### src/rtl/sram_axi_resp.sv
// Responder end of one SRAM-like core port (req/addr_ok/data_ok), issuing each
// accepted request as a single-beat AXI3 read or write with one transaction in flight.
module sram_axi_resp #(
  parameter logic [3:0] AXI_ID = 4'd0
) (
  input  logic        aclk,
  input  logic        aresetn,
  input  logic        req,
  input  logic        wr,
  input  logic [1:0]  size,
  input  logic [31:0] addr,
  input  logic [31:0] wdata,
  output logic        addr_ok,
  output logic        data_ok,
  output logic [31:0] rdata,
  output logic [3:0]  arid,
  output logic [31:0] araddr,
  output logic [2:0]  arsize,
  output logic        arvalid,
  input  logic        arready,
  input  logic [31:0] rdata_i,
  input  logic        rvalid,
  output logic        rready,
  output logic [3:0]  awid,
  output logic [31:0] awaddr,
  output logic [2:0]  awsize,
  output logic        awvalid,
  input  logic        awready,
  output logic [3:0]  wid,
  output logic [31:0] wdata_o,
  output logic [3:0]  wstrb,
  output logic        wlast,
  output logic        wvalid,
  input  logic        wready,
  input  logic        bvalid,
  output logic        bready
);

  localparam int unsigned ADDR_W = 32;
  localparam int unsigned DATA_W = 32;
  localparam int unsigned STRB_W = DATA_W / 8;

  typedef enum logic [2:0] {
    IDLE  = 3'd0,
    RD_A  = 3'd1,
    RD_D  = 3'd2,
    WR_AW = 3'd3,
    WR_B  = 3'd4
  } state_t;

  state_t              state;
  state_t              state_nxt;
  logic                wr_q;
  logic [1:0]          size_q;
  logic [ADDR_W-1:0]   addr_q;
  logic [DATA_W-1:0]   wdata_q;
  logic                aw_done;
  logic                w_done;
  logic                aw_fin;
  logic                w_fin;
  logic                accept;
  logic                completing;

  // State register
  always_ff @(posedge aclk or negedge aresetn) begin
    if (!aresetn) state <= IDLE;
    else          state <= state_nxt;
  end

  // Next-state logic; a completion with a new accept chains straight into the next transaction
  always_comb begin
    state_nxt = state;
    aw_fin    = aw_done || (awvalid && awready);
    w_fin     = w_done || (wvalid && wready);
    case (state)
      IDLE:       if (accept) state_nxt = wr ? WR_AW : RD_A;
      RD_A:       if (arready) state_nxt = RD_D;
      WR_AW:      if (aw_fin && w_fin) state_nxt = WR_B;
      RD_D, WR_B: if (completing) state_nxt = accept ? (wr ? WR_AW : RD_A) : IDLE;
      default:    state_nxt = IDLE;
    endcase
  end

  // Handshake outputs decoded from state and per-channel done flags
  always_comb begin
    arvalid    = 1'b0;
    rready     = 1'b0;
    awvalid    = 1'b0;
    wvalid     = 1'b0;
    bready     = 1'b0;
    completing = 1'b0;
    case (state)
      RD_A:  arvalid = 1'b1;
      RD_D: begin
        rready     = 1'b1;
        completing = rvalid;
      end
      WR_AW: begin
        awvalid = !aw_done;
        wvalid  = !w_done;
      end
      WR_B: begin
        bready     = 1'b1;
        completing = bvalid;
      end
      default: ;
    endcase
    accept  = req && ((state == IDLE) || completing);
    addr_ok = accept;
    data_ok = completing;
  end

  // Request latch and AW/W completion tracking
  always_ff @(posedge aclk or negedge aresetn) begin
    if (!aresetn) begin
      wr_q    <= 1'b0;
      size_q  <= 2'd0;
      addr_q  <= '0;
      wdata_q <= '0;
      aw_done <= 1'b0;
      w_done  <= 1'b0;
    end else begin
      if (accept) begin
        wr_q    <= wr;
        size_q  <= size;
        addr_q  <= addr;
        wdata_q <= wdata;
      end
      aw_done <= (state_nxt == WR_AW) && aw_fin;
      w_done  <= (state_nxt == WR_AW) && w_fin;
    end
  end

  // Byte strobes from latched size and low address bits; size 3 writes nothing
  always_comb begin
    wstrb = '0;
    case (size_q)
      2'd0:    wstrb = STRB_W'(4'b0001 << addr_q[1:0]);
      2'd1:    wstrb = STRB_W'(4'b0011 << addr_q[1:0]);
      2'd2:    wstrb = 4'b1111;
      default: wstrb = 4'b0000;
    endcase
  end

  assign arid    = AXI_ID;
  assign awid    = AXI_ID;
  assign wid     = AXI_ID;
  assign araddr  = addr_q;
  assign awaddr  = addr_q;
  assign arsize  = {1'b0, size_q};
  assign awsize  = {1'b0, size_q};
  assign wdata_o = wr_q ? wdata_q : wdata_q;
  assign wlast   = 1'b1;
  assign rdata   = rdata_i;

endmodule

### config.mk
export PLATFORM = sky130hd
export DESIGN_NAME = sram_axi_resp
export DESIGN_NICKNAME = d
export VERILOG_FILES = /design/src/rtl/sram_axi_resp.sv
export SDC_FILE = /design/constraint.sdc
export NUM_CORES = 1
export LEC_CHECK = 0
export BUFFER_PORTS_ARGS = -buffer_cell sky130_fd_sc_hd__buf_4
export CAP_MARGIN = 30
export CORE_AREA = 4 4 102 104
export CTS_BUF_LIST = sky130_fd_sc_hd__clkbuf_16
export DETAILED_ROUTE_END_ITERATION = 10
export DIE_AREA = 0 0 106 108
export GPL_TIMING_DRIVEN = 0
export PLACE_DENSITY = 0.76
export SLEW_MARGIN = 20
export SYNTH_ARGS = -nofsm -noshare
export SYNTH_HDL_FRONTEND = slang
export SYNTH_SLANG_ARGS = --single-unit
### constraint.sdc
create_clock -name aclk -period 2.6 [get_ports aclk]
set_input_delay 0.39 -clock aclk [delete_from_list [all_inputs] [get_ports aclk]]
set_output_delay 0.39 -clock aclk [all_outputs]
set_load 0.02 [all_outputs]
==> results of run 1 <==
[cell families (layout without fill, tap and decap cells)]
family	after synthesis	after routing	share of synthesized area, %
compound gates	19	19	3.57
buf+inv	94	329	19.3
flops	71	71	49.2
mux	68	68	24.1
other cells	2	15	0.208
simple gates	23	23	3.64
[worst max-delay path by stage]
stage / startpoint / end / slack, ns / cells past startpoint
floorplan: size_q[0] / wstrb[2] / 0.97 / 3
global placement: bvalid / addr_ok / 0.66 / 7
detailed placement: rvalid / addr_ok / 0.64 / 8
global route: state[2] / addr_ok / 0.32 / 7
CTS: state[2] / addr_ok / 0.39 / 7
finish: state[2] / addr_ok / 0.45 / 7
[per-stage QoR]
stage | instances | util, % | instance area [um^2] | setup slack (ns) | power [mW]
finish | 658 | 60.5 | 5780 | 0.448 | 7.78
global route | 658 | 60.5 | 5780 | 0.320 | 8.18
CTS | 656 | 60.1 | 5740 | 0.389 | 7.87
detailed placement | 640 | 57.2 | 5460 | 0.643 | 6.68
global placement | 640 | 57.2 | 5460 | 0.659 | 6.59
floorplan | 290 | - | 3660 | 0.966 | 4.81
[worst max-delay path, stage by stage, from the launching register on]
cell and delay, ns:
dfrtp_1 0.31, buf_2 0.17, a21oi_1 0.07, o21ai_2 0.29, buf_6 0.21, buf_6 0.18, inv_1 0.05, buf_4 0.15
[registers in the layout, indices dropped and copies added (netlist names)]
signal / cells
size_q: 2
araddr: 32
w_done: 1
wdata_o: 32
aw_done: 1
state: 3
[report_power, final]
group / total, mW / switching (mW) / internal, mW / leakage (nW)
combinational: 4.53 / 2.16 / 2.38 / 2.10
clock: 1.16 / 0.431 / 0.726 / 0.149
sequential: 2.09 / 0.427 / 1.66 / 0.841
total: 7.78 / 3.02 / 4.77 / 3.09
[cell type report]
type                       count  area, um^2
clock buffer                   9         225
clock inverter                 7        56.3
inverter                       3        11.3
fill                         800        3770
tap                          133         166
multi-input combinational    125        1190
timing repair buffer         219        1670
sequential                    71        1780
buffer                        91         686
[placed cells by master, fill, tap and decap left out, drive strengths merged, types with 3 or more instances in the layout]
| cell type | synthesis | routed |
|---|---|---|
| a21oi | 6 | 6 |
| buf | 91 | 309 |
| clkbuf | 0 | 9 |
| clkinv | 0 | 4 |
| conb | 2 | 15 |
| dfrtp | 71 | 71 |
| inv | 3 | 5 |
| mux2 | 66 | 66 |
| nand2 | 3 | 3 |
| nor2 | 8 | 8 |
| nor2b | 5 | 5 |
| o21ai | 4 | 4 |
[routing by layer]
layer / vias to the layer above / routed length, um / track usage, % / part of all wire, %
met5: - / 0 / 0 / 0
met4: 0 / 94 / 4.72 / 1.0
met1: 1268 / 3330 / 16.1 / 36
li1: 1323 / - / - / -
met3: 10 / 775 / 4.06 / 8.3
met2: 134 / 5150 / 28.3 / 55
[what timing repair did]
action                                 in CTS  in global routing
gates resized for setup                     0                  0
hold buffers                                0                  1
endpoints found under the hold margin       0                 17
==> results.toml, run 1 <==
[sta]
skew_ns = 0.00850
drv_slew = 0
hold-worst-slack_ns = 0.296
maxSlewHeadroom_pct = 58.1
fin_crit_sh_pct = 82.8
finalCriticalPeriod_ns = 2.15
setup_tns_ns = 0
rsz0062_at_grt = "false"
hold_violations = 0
timing.fmax_ghz = 0.465
worst_slew_pin_slew_ns = 0.613
setup_viol = 0

[route]
vias_per_cell = 4.16
postRouteAntennaNets = 0
wire_per_inst_um = 14.2
drt_iter0_markers = 56
first_pass_iters = 5
wl_um = 9350
dr_total_vias = 2735
remaining_drc_errors = 0

[critical_path]
critPathArrivalTime_ns = 1.76
rr_endpoint = "wdata_o[10]"
crit_required_ns = 2.21
cp_max_fo = 10
reg2reg_depth = 6
startpoint_type = "register"
path_class = "register to primary output"
crit_path_end_kind = "primary output"
worstReg2RegStart = "state[2]"
ff2ff_setup_slack_ns = 0.91

[global_routing]
track_usage_pct = 14.9
antenna_found_initial = 0
overflow = 0
grt_pass1_vias = 2772
grt_pass1_wl_um = 13600
grt_max_degree = 72

[floorplan]
die-area_mm2 = 0.0114
core_mm2 = 0.00955
io_pins = 265
initial_core_util_pct = 37.8
dieWidth_um = 106
row_count = 36
die_h_um = 108

[yosys]
synth_common_cells = "buf_4, dfrtp_1, mux2_2"
synth_edf_count = 0
synth_most_common_cell = "buf_4"
yosysUniqueCellTypes = 30
yosysWarnings = 0
syn_inst = 277
avgSynthCellArea_um2 = 13.0
ys_seq_area_share_pct = 49.2
synthArstFlopShare_pct = 100
syn_area_mm2 = 0.00361
synthDominantCellAreaShare_pct = 49.2
synth_flop_cell = "dfrtp_1"
synthTopCellsByArea = "dfrtp_1, buf_4, mux2_4, mux2_2, buf_6"
synth-seq-cells = 71
synth_largest_area_cell = "dfrtp_1"

[min_path]
hold-path-cell-count = 2
holdPathEnd = "wdata_o[4]"
min_from = "wdata[4]"
min_path_type = "input pin to register"

[cts]
cts_setup_buffers = 0
htree_num_levels = 3
clkTransAtPathRegs_ns = 0.06
root_buffer = "clkbuf_16"
cts_tree = "done"
cts.path.max_buffers = 2
cts.sinks = 71
insertion_delay_ns = 0.32
cts-buffers-inserted = 9

[cells_and_area]
syn2layout_area_growth_pct = 59.9
drive_gt1_share_pct = 74.7
diodes = 0
finish.net_count = 627

[power_and_ir_drop]
leakagePower_nw = 3.09
powerDensity_mw_per_mm2 = 1350
max-vdd-ir-drop_mv = 0.634

[place]
gp_congestion = 0.828
dp_hpwl_um = 7490
io_buffers = 217

[run]
maxCapViolCount = 0

[status]
outcome = "complete, no violations"
Power figures use the tool's default switching activity.
==> inputs of run 2 (changes only) <==
--- a/config.mk
+++ b/config.mk
@@ -7,12 +7,12 @@
 export LEC_CHECK = 0
 export BUFFER_PORTS_ARGS = -buffer_cell sky130_fd_sc_hd__buf_4
 export CAP_MARGIN = 30
-export CORE_AREA = 4 4 102 104
+export CORE_MARGIN = 4
+export CORE_UTILIZATION = 41
 export CTS_BUF_LIST = sky130_fd_sc_hd__clkbuf_16
 export DETAILED_ROUTE_END_ITERATION = 10
-export DIE_AREA = 0 0 106 108
 export GPL_TIMING_DRIVEN = 0
-export PLACE_DENSITY = 0.76
+export PLACE_DENSITY = 0.81
 export SLEW_MARGIN = 20
 export SYNTH_ARGS = -nofsm -noshare
 export SYNTH_HDL_FRONTEND = slang
==> constraint.sdc (replaced) <==
create_clock -name aclk -period 2.1 [get_ports aclk]
set_input_delay 0.315 -clock aclk [delete_from_list [all_inputs] [get_ports aclk]]
set_output_delay 0.315 -clock aclk [all_outputs]
set_load 0.02 [all_outputs]
==> run 2 against run 1 <==
Critical path depth unchanged. Non-clock buffer count increased by 1. Clock skew decreased by 0.0035 ns. Total power increased by 29%. Global-route usage increased by 2.0 points. Worst hold slack got worse by 0.070 ns. Die area decreased by 9.3%. First-iteration DRC count decreased by 13%. Critical path type unchanged. Critical endpoint unchanged. Largest power group unchanged.
==> results.toml, run 2 (synthesis results as in run 1) <==
[floorplan]
io_pins = 265
dieWidth_um = 102
die_h_um = 102
row_count = 33
core_mm2 = 0.00838
die-area_mm2 = 0.0104
initial_core_util_pct = 43.1

[cts]
htree_num_levels = 3
cts.sinks = 71
cts_tree = "done"
post_cts_resized = 0
cts-buffers-inserted = 9
insertion_delay_ns = 0.32
cts.path.max_buffers = 2
clkTransAtPathRegs_ns = 0.06
root_buffer = "clkbuf_16"

[status]
outcome = "complete, no violations"

[global_routing]
grt_max_degree = 72
antenna_found_initial = 0
overflow = 0
grt_pass1_wl_um = 13500
grt_pass1_vias = 2723
track_usage_pct = 17.0

[sta]
drv_slew = 0
finalCriticalPeriod_ns = 1.92
hold_violations = 0
skew_ns = 0.00500
worst_slew_pin_slew_ns = 0.519
hold-worst-slack_ns = 0.227
fin_crit_sh_pct = 91.6
worst_slack_ns = 0.177
rsz0062_at_grt = "false"
setup_tns_ns = 0
maxSlewHeadroom_pct = 64.5
timing.fmax_ghz = 0.520
setup_viol = 0

[route]
first_pass_iters = 4
vias_per_cell = 4.41
postRouteAntennaNets = 0
dr_total_vias = 2783
remaining_drc_errors = 0
wl_um = 9580
wire_per_inst_um = 15.2
drt_iter0_markers = 49

[cells_and_area]
most-common-layout-cells = "buf_4, dfrtp_1, mux2_2, mux2_4, conb_1"
finish.net_count = 628
drive_gt1_share_pct = 74.9
diodes = 0
final_common_cell = "buf_4"
fin_cells = 631
postLayoutCellArea_mm2 = 0.00582
finish.utilization_pct = 69.4
syn2layout_area_growth_pct = 61.1

[critical_path]
path_class = "register to primary output"
critical-path-top-delay-family = "buffers and inverters"
crit_chain = "buf_2, a21oi_1, o21ai_2, buf_6, buf_6, inv_1, buf_4"
cp_slowest_cell = "dfrtp_1"
cp_max_fo = 10
critPathArrivalTime_ns = 1.61
cpPeakStageDelay_ns = 0.33
crit_buf_inv = 5
startpoint_type = "register"
crit_required_ns = 1.78
crit_path_end_kind = "primary output"
critPathMostFrequentCell = "buf_6"

[power_and_ir_drop]
leakagePower_nw = 3.11
powerDensity_mw_per_mm2 = 1720
max-vdd-ir-drop_mv = 1.02
power_mw = 10.0

[place]
post-place-cells = 612
gp_congestion = 0.807
placed_cell_area_mm2 = 0.00542
io_buffers = 217
dp_hpwl_um = 7740
pre_cts_ws_ns = 0.339

[run]
maxCapViolCount = 0

[min_path]
min_path_type = "input pin to register"
-- run 2: cell count changes in the layout (fill, tap and decap cells not counted) --
cell / change
bufinv_16: +3
clkinv_2: -3
inv_1: -2
buf_12: +1
buf_16: -1
buf_4: +1
clkinv_1: +1
clkinvlp_4: +1
-- run 2: timing repair --
action,CTS,global route
hold buffers,0,1
endpoints found under the hold margin,0,32
endpoints found under the setup margin,0,1
setup buffers,0,1
-- run 2: final cells by class --
class	count	area [um^2]
clock inverters	7	135
multi-input cells	125	1190
flip-flops and latches	71	1780
well taps	105	131
repair buffers	220	1670
inverters	3	11.3
plain buffers	91	686
clock buffers	9	225
fillers	612	2560
-- run 2: final timing paths --
check / start / end / slack, ns / cells past startpoint
worst max-delay path: state[2] / addr_ok / 0.18 / 7
worst min-delay path: wdata[18] / wdata_o[18] / 0.23 / 2
worst max register to register: state[2] / wdata_o[2] / 0.49 / 6
worst min register to register: wdata_o[9] / wdata_o[9] / 0.51 / 1
max in group asynchronous: aresetn / araddr[28] / 1.06 / 3
min in group asynchronous: aresetn / araddr[0] / 0.49 / 2
-- run 2: power by group --
group / switching [mW] / internal [mW]
clock network: 0.542 / 1.27
registers: 0.527 / 2.06
logic: 2.67 / 2.95
total: 3.74 / 6.28
-- run 2: metal layers --
metal  routed length [um]  track usage, %  up-vias
met5                    0               0        -
met4                  161            6.05        0
met1                 3050            17.4     1300
met2                 5370            32.1      145
li1                     -               -     1328
met3                  994            5.53       10
-- run 2: worst reg2reg max path, stage by stage (launching register included) --
cell	delay, ns
dfrtp_1	0.33
buf_2	0.18
a21oi_1	0.07
o21ai_2	0.16
buf_4	0.15
buf_2	0.24
mux2_2	0.37
